## src/rtl/data_in_fifo_pkg.sv

```systemverilog
// Shared widths, mask constant and a log2 helper for the SDRAM write-data input path.
package data_in_fifo_pkg;

    localparam int DATA_W_DEF = 32;
    localparam int DQM_W_DEF  = DATA_W_DEF / 8;

    // Every byte masked: the safe mask value before any real word has been popped.
    localparam logic [DQM_W_DEF-1:0] DQM_ALL_MASKED = '1;

    function automatic int clog2(input int value);
        int r;
        r = 0;
        while ((1 << r) < value) begin
            r = r + 1;
        end
        return r;
    endfunction

endpackage

```

## src/rtl/data_in_fifo_mem_dp.sv

```systemverilog
// Dual-port register array: synchronous write, asynchronous read, no reset.
module data_in_fifo_mem_dp #(
    parameter int WIDTH  = 36,
    parameter int DEPTH  = 8,
    parameter int ADDR_W = 3
) (
    input  logic              i_clk,
    input  logic              i_wr_en,
    input  logic [ADDR_W-1:0] i_wr_addr,
    input  logic [WIDTH-1:0]  i_wr_dat,
    input  logic [ADDR_W-1:0] i_rd_addr,
    output logic [WIDTH-1:0]  o_rd_dat
);

    logic [WIDTH-1:0] r_mem [DEPTH];

    always_ff @(posedge i_clk) begin
        if (i_wr_en) begin
            r_mem[i_wr_addr] <= i_wr_dat;
        end
    end

    assign o_rd_dat = r_mem[i_rd_addr];

endmodule

```

## src/rtl/data_in_fifo.sv

```systemverilog
// Host write-data FIFO feeding the SDRAM datapath; data and mask share one memory word
// so they leave together on the registered output stage, one cycle after rd_en.
module data_in_fifo
    import data_in_fifo_pkg::*;
#(
    parameter int DATA_W    = DATA_W_DEF,
    parameter int DQM_W     = DATA_W / 8,
    parameter int DEPTH     = 8,
    parameter int AFULL_LVL = DEPTH - 2,
    parameter int CNT_W     = clog2(DEPTH) + 1
) (
    input  logic              clk0,
    input  logic              reset,
    input  logic              flush,
    input  logic              host_valid,
    output logic              host_ready,
    input  logic [DATA_W-1:0] datain,
    input  logic [DQM_W-1:0]  dm,
    input  logic              rd_en,
    output logic [DATA_W-1:0] datain2,
    output logic [DQM_W-1:0]  dqm,
    output logic              dout_valid,
    output logic [CNT_W-1:0]  count,
    output logic              almost_full,
    output logic              empty,
    output logic              underflow
);

    localparam int PTR_W  = clog2(DEPTH);
    localparam int WORD_W = DATA_W + DQM_W;

    logic [PTR_W-1:0]  r_wr_ptr;
    logic [PTR_W-1:0]  r_rd_ptr;
    logic [CNT_W-1:0]  r_count;
    logic [DATA_W-1:0] r_datain2;
    logic [DQM_W-1:0]  r_dqm;
    logic              r_dout_valid;
    logic              r_underflow;

    logic              w_full;
    logic              w_empty;
    logic              w_push;
    logic              w_pop;
    logic [WORD_W-1:0] w_rd_word;

    // Flags come from the registered count only, so host_ready never sees rd_en.
    assign w_full  = (r_count == CNT_W'(DEPTH));
    assign w_empty = (r_count == '0);
    assign w_push  = host_valid & ~w_full & ~flush;
    assign w_pop   = rd_en & ~w_empty & ~flush;

    data_in_fifo_mem_dp #(
        .WIDTH  (WORD_W),
        .DEPTH  (DEPTH),
        .ADDR_W (PTR_W)
    ) u_mem (
        .i_clk     (clk0),
        .i_wr_en   (w_push),
        .i_wr_addr (r_wr_ptr),
        .i_wr_dat  ({dm, datain}),
        .i_rd_addr (r_rd_ptr),
        .o_rd_dat  (w_rd_word)
    );

    always_ff @(posedge clk0 or posedge reset) begin
        if (reset) begin
            r_wr_ptr     <= '0;
            r_rd_ptr     <= '0;
            r_count      <= '0;
            r_datain2    <= '0;
            r_dqm        <= '1;
            r_dout_valid <= 1'b0;
            r_underflow  <= 1'b0;
        end else if (flush) begin
            // Output registers keep their last word; only the queue is discarded.
            r_wr_ptr     <= '0;
            r_rd_ptr     <= '0;
            r_count      <= '0;
            r_dout_valid <= 1'b0;
            r_underflow  <= 1'b0;
        end else begin
            r_dout_valid <= w_pop;
            r_underflow  <= rd_en & w_empty;
            if (w_push) begin
                r_wr_ptr <= r_wr_ptr + PTR_W'(1);
            end
            if (w_pop) begin
                r_rd_ptr  <= r_rd_ptr + PTR_W'(1);
                r_datain2 <= w_rd_word[DATA_W-1:0];
                r_dqm     <= w_rd_word[DATA_W +: DQM_W];
            end
            case ({w_push, w_pop})
                2'b10:   r_count <= r_count + CNT_W'(1);
                2'b01:   r_count <= r_count - CNT_W'(1);
                default: r_count <= r_count;
            endcase
        end
    end

    assign host_ready  = ~w_full;
    assign empty       = w_empty;
    assign almost_full = (r_count >= CNT_W'(AFULL_LVL));
    assign count       = r_count;
    assign datain2     = r_datain2;
    assign dqm         = r_dqm;
    assign dout_valid  = r_dout_valid;
    assign underflow   = r_underflow;

endmodule

```

## config.mk

```make
export PLATFORM = sky130hd
export DESIGN_NAME = data_in_fifo
export DESIGN_NICKNAME = d
export VERILOG_FILES = /design/src/rtl/data_in_fifo_pkg.sv /design/src/rtl/data_in_fifo_mem_dp.sv /design/src/rtl/data_in_fifo.sv
export SDC_FILE = /design/constraint.sdc
export NUM_CORES = 1
export LEC_CHECK = 0
export CAP_MARGIN = 30
export CORE_UTILIZATION = 40
export DETAILED_ROUTE_END_ITERATION = 8
export GPL_TIMING_DRIVEN = 1
export PLACE_DENSITY = 0.61
export SETUP_SLACK_MARGIN = 0.02
export SYNTH_ARGS = -nofsm -noshare
export SYNTH_HDL_FRONTEND = slang
export SYNTH_SLANG_ARGS = --single-unit
```

## constraint.sdc

```tcl
create_clock -name clk0 -period 6.8 [get_ports clk0]
set_input_delay 2.04 -clock clk0 [delete_from_list [all_inputs] [get_ports clk0]]
set_output_delay 2.04 -clock clk0 [all_outputs]
set_load 0.05 [all_outputs]
```

==> results.py <==
metrics = {
    "critical_path": {
        "path_depth": 3,
        "crit_required_ps": 4760,
        "end_kind": "output port",
        "crit_slowest_cell": "clkdlybuf4s50_1",
        "cp_num_buf_inv": 2,
        "ff2ff_path_depth": 4,
        "crit_type": "reg2out",
        "worstPathArrival_ps": 2520,
        "slowest_delay_ps": 820,
        "crit_fanout": 8,
        "cp-start-kind": "register",
        "crit_family": "buffers and inverters",
        "path_cells": "or4_4 > inv_2 > clkdlybuf4s50_1",
    },
    "yosys": {
        "ys_top_cells_by_count": "edfxtp_1, mux4_2, nor2_1",
        "syn-num-nets": 658,
        "avgSynthCellArea_um2": 20.76,
        "netlist_instances": 613,
        "synth_edf_count": 288,
        "yosysWarnings": 0,
        "synth_top_family_by_area": "multiplexers",
        "synthArstFlopShare_pct": 14.29,
        "yosys-top-cells-area": "edfxtp_1, mux4_2, dfrtp_1",
        "ys_ff_latch": 336,
        "ys_seq_area_share_pct": 77.45,
        "synth-xor-area-share_pct": 0.6294,
        "yosysTopAreaCellShare_pct": 67.97,
        "synthMuxAreaShare_pct": 15.91,
        "synth-compound-area-share_pct": 1.711,
        "ys_types": 30,
        "yosys.area.top_type": "edfxtp_1",
        "synthSimpleGateAreaFrac_pct": 2.665,
        "synth_top_flop_cell": "edfxtp_1",
        "synth_area_um2": 12720,
        "yosysMostFrequentCell": "edfxtp_1",
        "synthAdderAreaFrac_pct": 0.4720,
    },
    "cts": {
        "cts_buffer_depth": 3,
        "cts_hold_buf": 0,
        "worstSkewPairLatency_ps": 510,
        "root_buffer": "clkbuf_16",
        "cts_tree": "built",
        "clkTransAtPathRegs_ps": 60,
        "cts_buffers": 35,
        "cts_sinks": 336,
        "cts-resized-gates": 0,
        "htree_levels": 2,
        "post_cts_buffers": 0,
    },
    "sta": {
        "clock.fmax_ghz": 0.2192,
        "hold_violations": 0,
        "clock_skew_ps": 18.23,
        "final-max-slew-violation-count": 0,
        "final.setup.tns_ps": 0,
        "relSlewSlack_pct": 39.04,
        "worst_slack_ps": 2238,
        "post-route-period-util_pct": 67.10,
        "worst_slew_pin_slew_ps": 912.2,
        "setup_viol": 0,
        "period_needed_ps": 4563,
        "grt_setup_unrepaired": "false",
    },
    "floorplanning": {
        "dieWidth_um": 180.4,
        "die_h_um": 180.4,
        "start_util_pct": 41.16,
        "io_pins": 86,
        "core_area_um2": 30910,
        "die_area_um2": 32530,
        "num_rows": 64,
    },
    "routing": {
        "drc": 0,
        "wl_mm": 24.75,
        "vias": 6048,
        "dr.first_iter.drc_count": 466,
        "first_pass_iters": 4,
        "routed_via_density": 5.310,
        "ant_nets": 0,
        "detail_route.wl_per_cell_um": 21.73,
    },
    "power": {
        "power_leakage_nw": 4.886,
        "comb_power_share_pct": 25.2,
        "sw_frac_of_total_pct": 29.89,
        "powerDensity_nw_per_um2": 388.3,
        "pwr-share-clk_pct": 31.7,
        "peakVddDrop_mv": 0.2449,
        "p_switching_mw": 1.779,
        "seqPwrFrac_pct": 43.2,
        "p_int_mw": 4.172,
    },
    "grt": {
        "grt_max_degree": 49,
        "grt_pass1_vias": 6667,
        "grt_usage_pct": 15.87,
        "overflow": 0,
        "grt_pass1_wl_mm": 39.28,
        "antenna_found_initial": 0,
    },
    "cells_and_area": {
        "nets": 762,
        "drive_above_1_share_pct": 21.53,
        "area_growth_pct": 20.44,
        "post-route-util_pct": 49.58,
        "diodes": 0,
        "n_fill_cell": 2526,
    },
    "worst_hold_path": {
        "holdPathStages": 2,
        "min_path_type": "reg2reg",
    },
    "placed_design": {
        "gp_routability_congestion": 0.7675,
        "dp_hpwl_mm": 14.44,
        "io_buffers": 85,
        "place_ws_ps": 1829,
    },
    "run": {
        "maxCapViolCount": 0,
    },
    "status": {
        "status": "finished, final reports clean",
    },
}
kinds of logic (layout without fill, tap and decap cells):
family / Yosys count / count (layout)
AND/OR/NAND/NOR: 77 / 77
AO/OA/AOI/OAI: 43 / 43
flip-flops: 336 / 336
XOR/XNOR: 7 / 7
buffers and inverters: 34 / 164
multiplexers: 111 / 111
adder cells (fa/ha/maj): 5 / 5
sequential cells by signal, indices dropped and copies added, names as in the netlist:
register     flops
underflow        1
dqm              4
r_rd_ptr         3
datain2         32
count            4
r_wr_ptr         3
dout_valid       1
u_mem.r_mem    288
cells in the final DEF, fill, tap and decap left out, drive strengths merged:
cell and count:
xor2 3, nor2 54, clkdlybuf4s50 85, nand3 2, dfstp 4, nand3b 1, nand2 11, nor4 2
mux2i 38, buf 13, bufinv 3, clkbuf 53, dfrtp 44, xnor2 4, nand2b 2, a21oi 41
clkinv 7, o21ai 1, maj3 1, a21o 1, ha 4, or4 1, nor3b 1, inv 3
or4b 1, edfxtp 288, and2 2, mux4 73
path summary, 6_finish.rpt:
| check | start | endpoint | slack [ps] |
|---|---|---|---|
| setup reg to reg | r_rd_ptr[0]$_DFFE_PP0P_ | datain2[23]$_DFFE_PP0P_ | 3930 |
| hold / removal | dqm[1]$_DFFE_PP1P_ | dqm[1]$_DFFE_PP1P_ | 500 |
| min in group asynchronous | reset | datain2[4]$_DFFE_PP0P_ | 2060 |
| max in group asynchronous | reset | r_rd_ptr[2]$_DFFE_PP0P_ | 4210 |
| setup / recovery | count[1]$_DFFE_PP0P_ | empty | 2240 |
| hold reg to reg | dqm[1]$_DFFE_PP1P_ | dqm[1]$_DFFE_PP1P_ | 500 |
worst register-to-register path: stages (launching register included):
cell     delay (ps)
dfrtp_4         900
buf_4           790
mux4_2          620
mux2i_1         290
a21oi_1         120
power by group through the flow:
stage / clock (mW) / sequential, mW / combinational (mW)
final: 1.88 / 2.57 / 1.50
after global routing: 2.02 / 2.60 / 1.60
after CTS: 1.94 / 2.58 / 1.52
after detailed placement: 0 / 2.62 / 1.52
after global placement: 0 / 2.61 / 1.50
after floorplan: 0 / 2.93 / 0.729
cell type report:
type / instances / area (um^2) / area share (%)
multi-input cells: 243 / 2786 / 18.18
flip-flops and latches: 336 / 9863 / 64.36
clock inverters: 10 / 146.4 / 0.9553
well taps: 396 / 495.5 / 3.233
clock buffers: 53 / 1003 / 6.548
inverters: 3 / 11.26 / 0.07348
repair buffers: 98 / 1018 / 6.646
metrics by stage:
stage	hold WS [ps]	std cells	total power [mW]	area, um^2
2_1_floorplan	533.6	613	3.660	12720
3_3_place_gp	492.3	1071	4.112	14070
3_5_place_dp	493.0	1076	4.135	14170
4_1_cts	506.4	1139	6.036	15320
5_1_grt	534.2	1139	6.215	15320
6_report	503.5	1139	5.951	15320
routing by layer:
metal / track usage [%] / vias to the layer above / routed length [um]
li1: - / 2670 / -
met1: 21.45 / 3171 / 10860
met2: 26.57 / 156 / 12210
met3: 2.728 / 51 / 1137
met4: 4.444 / 0 / 542
met5: 0 / - / 0
Note: power is estimated with default switching activity, not from simulation.
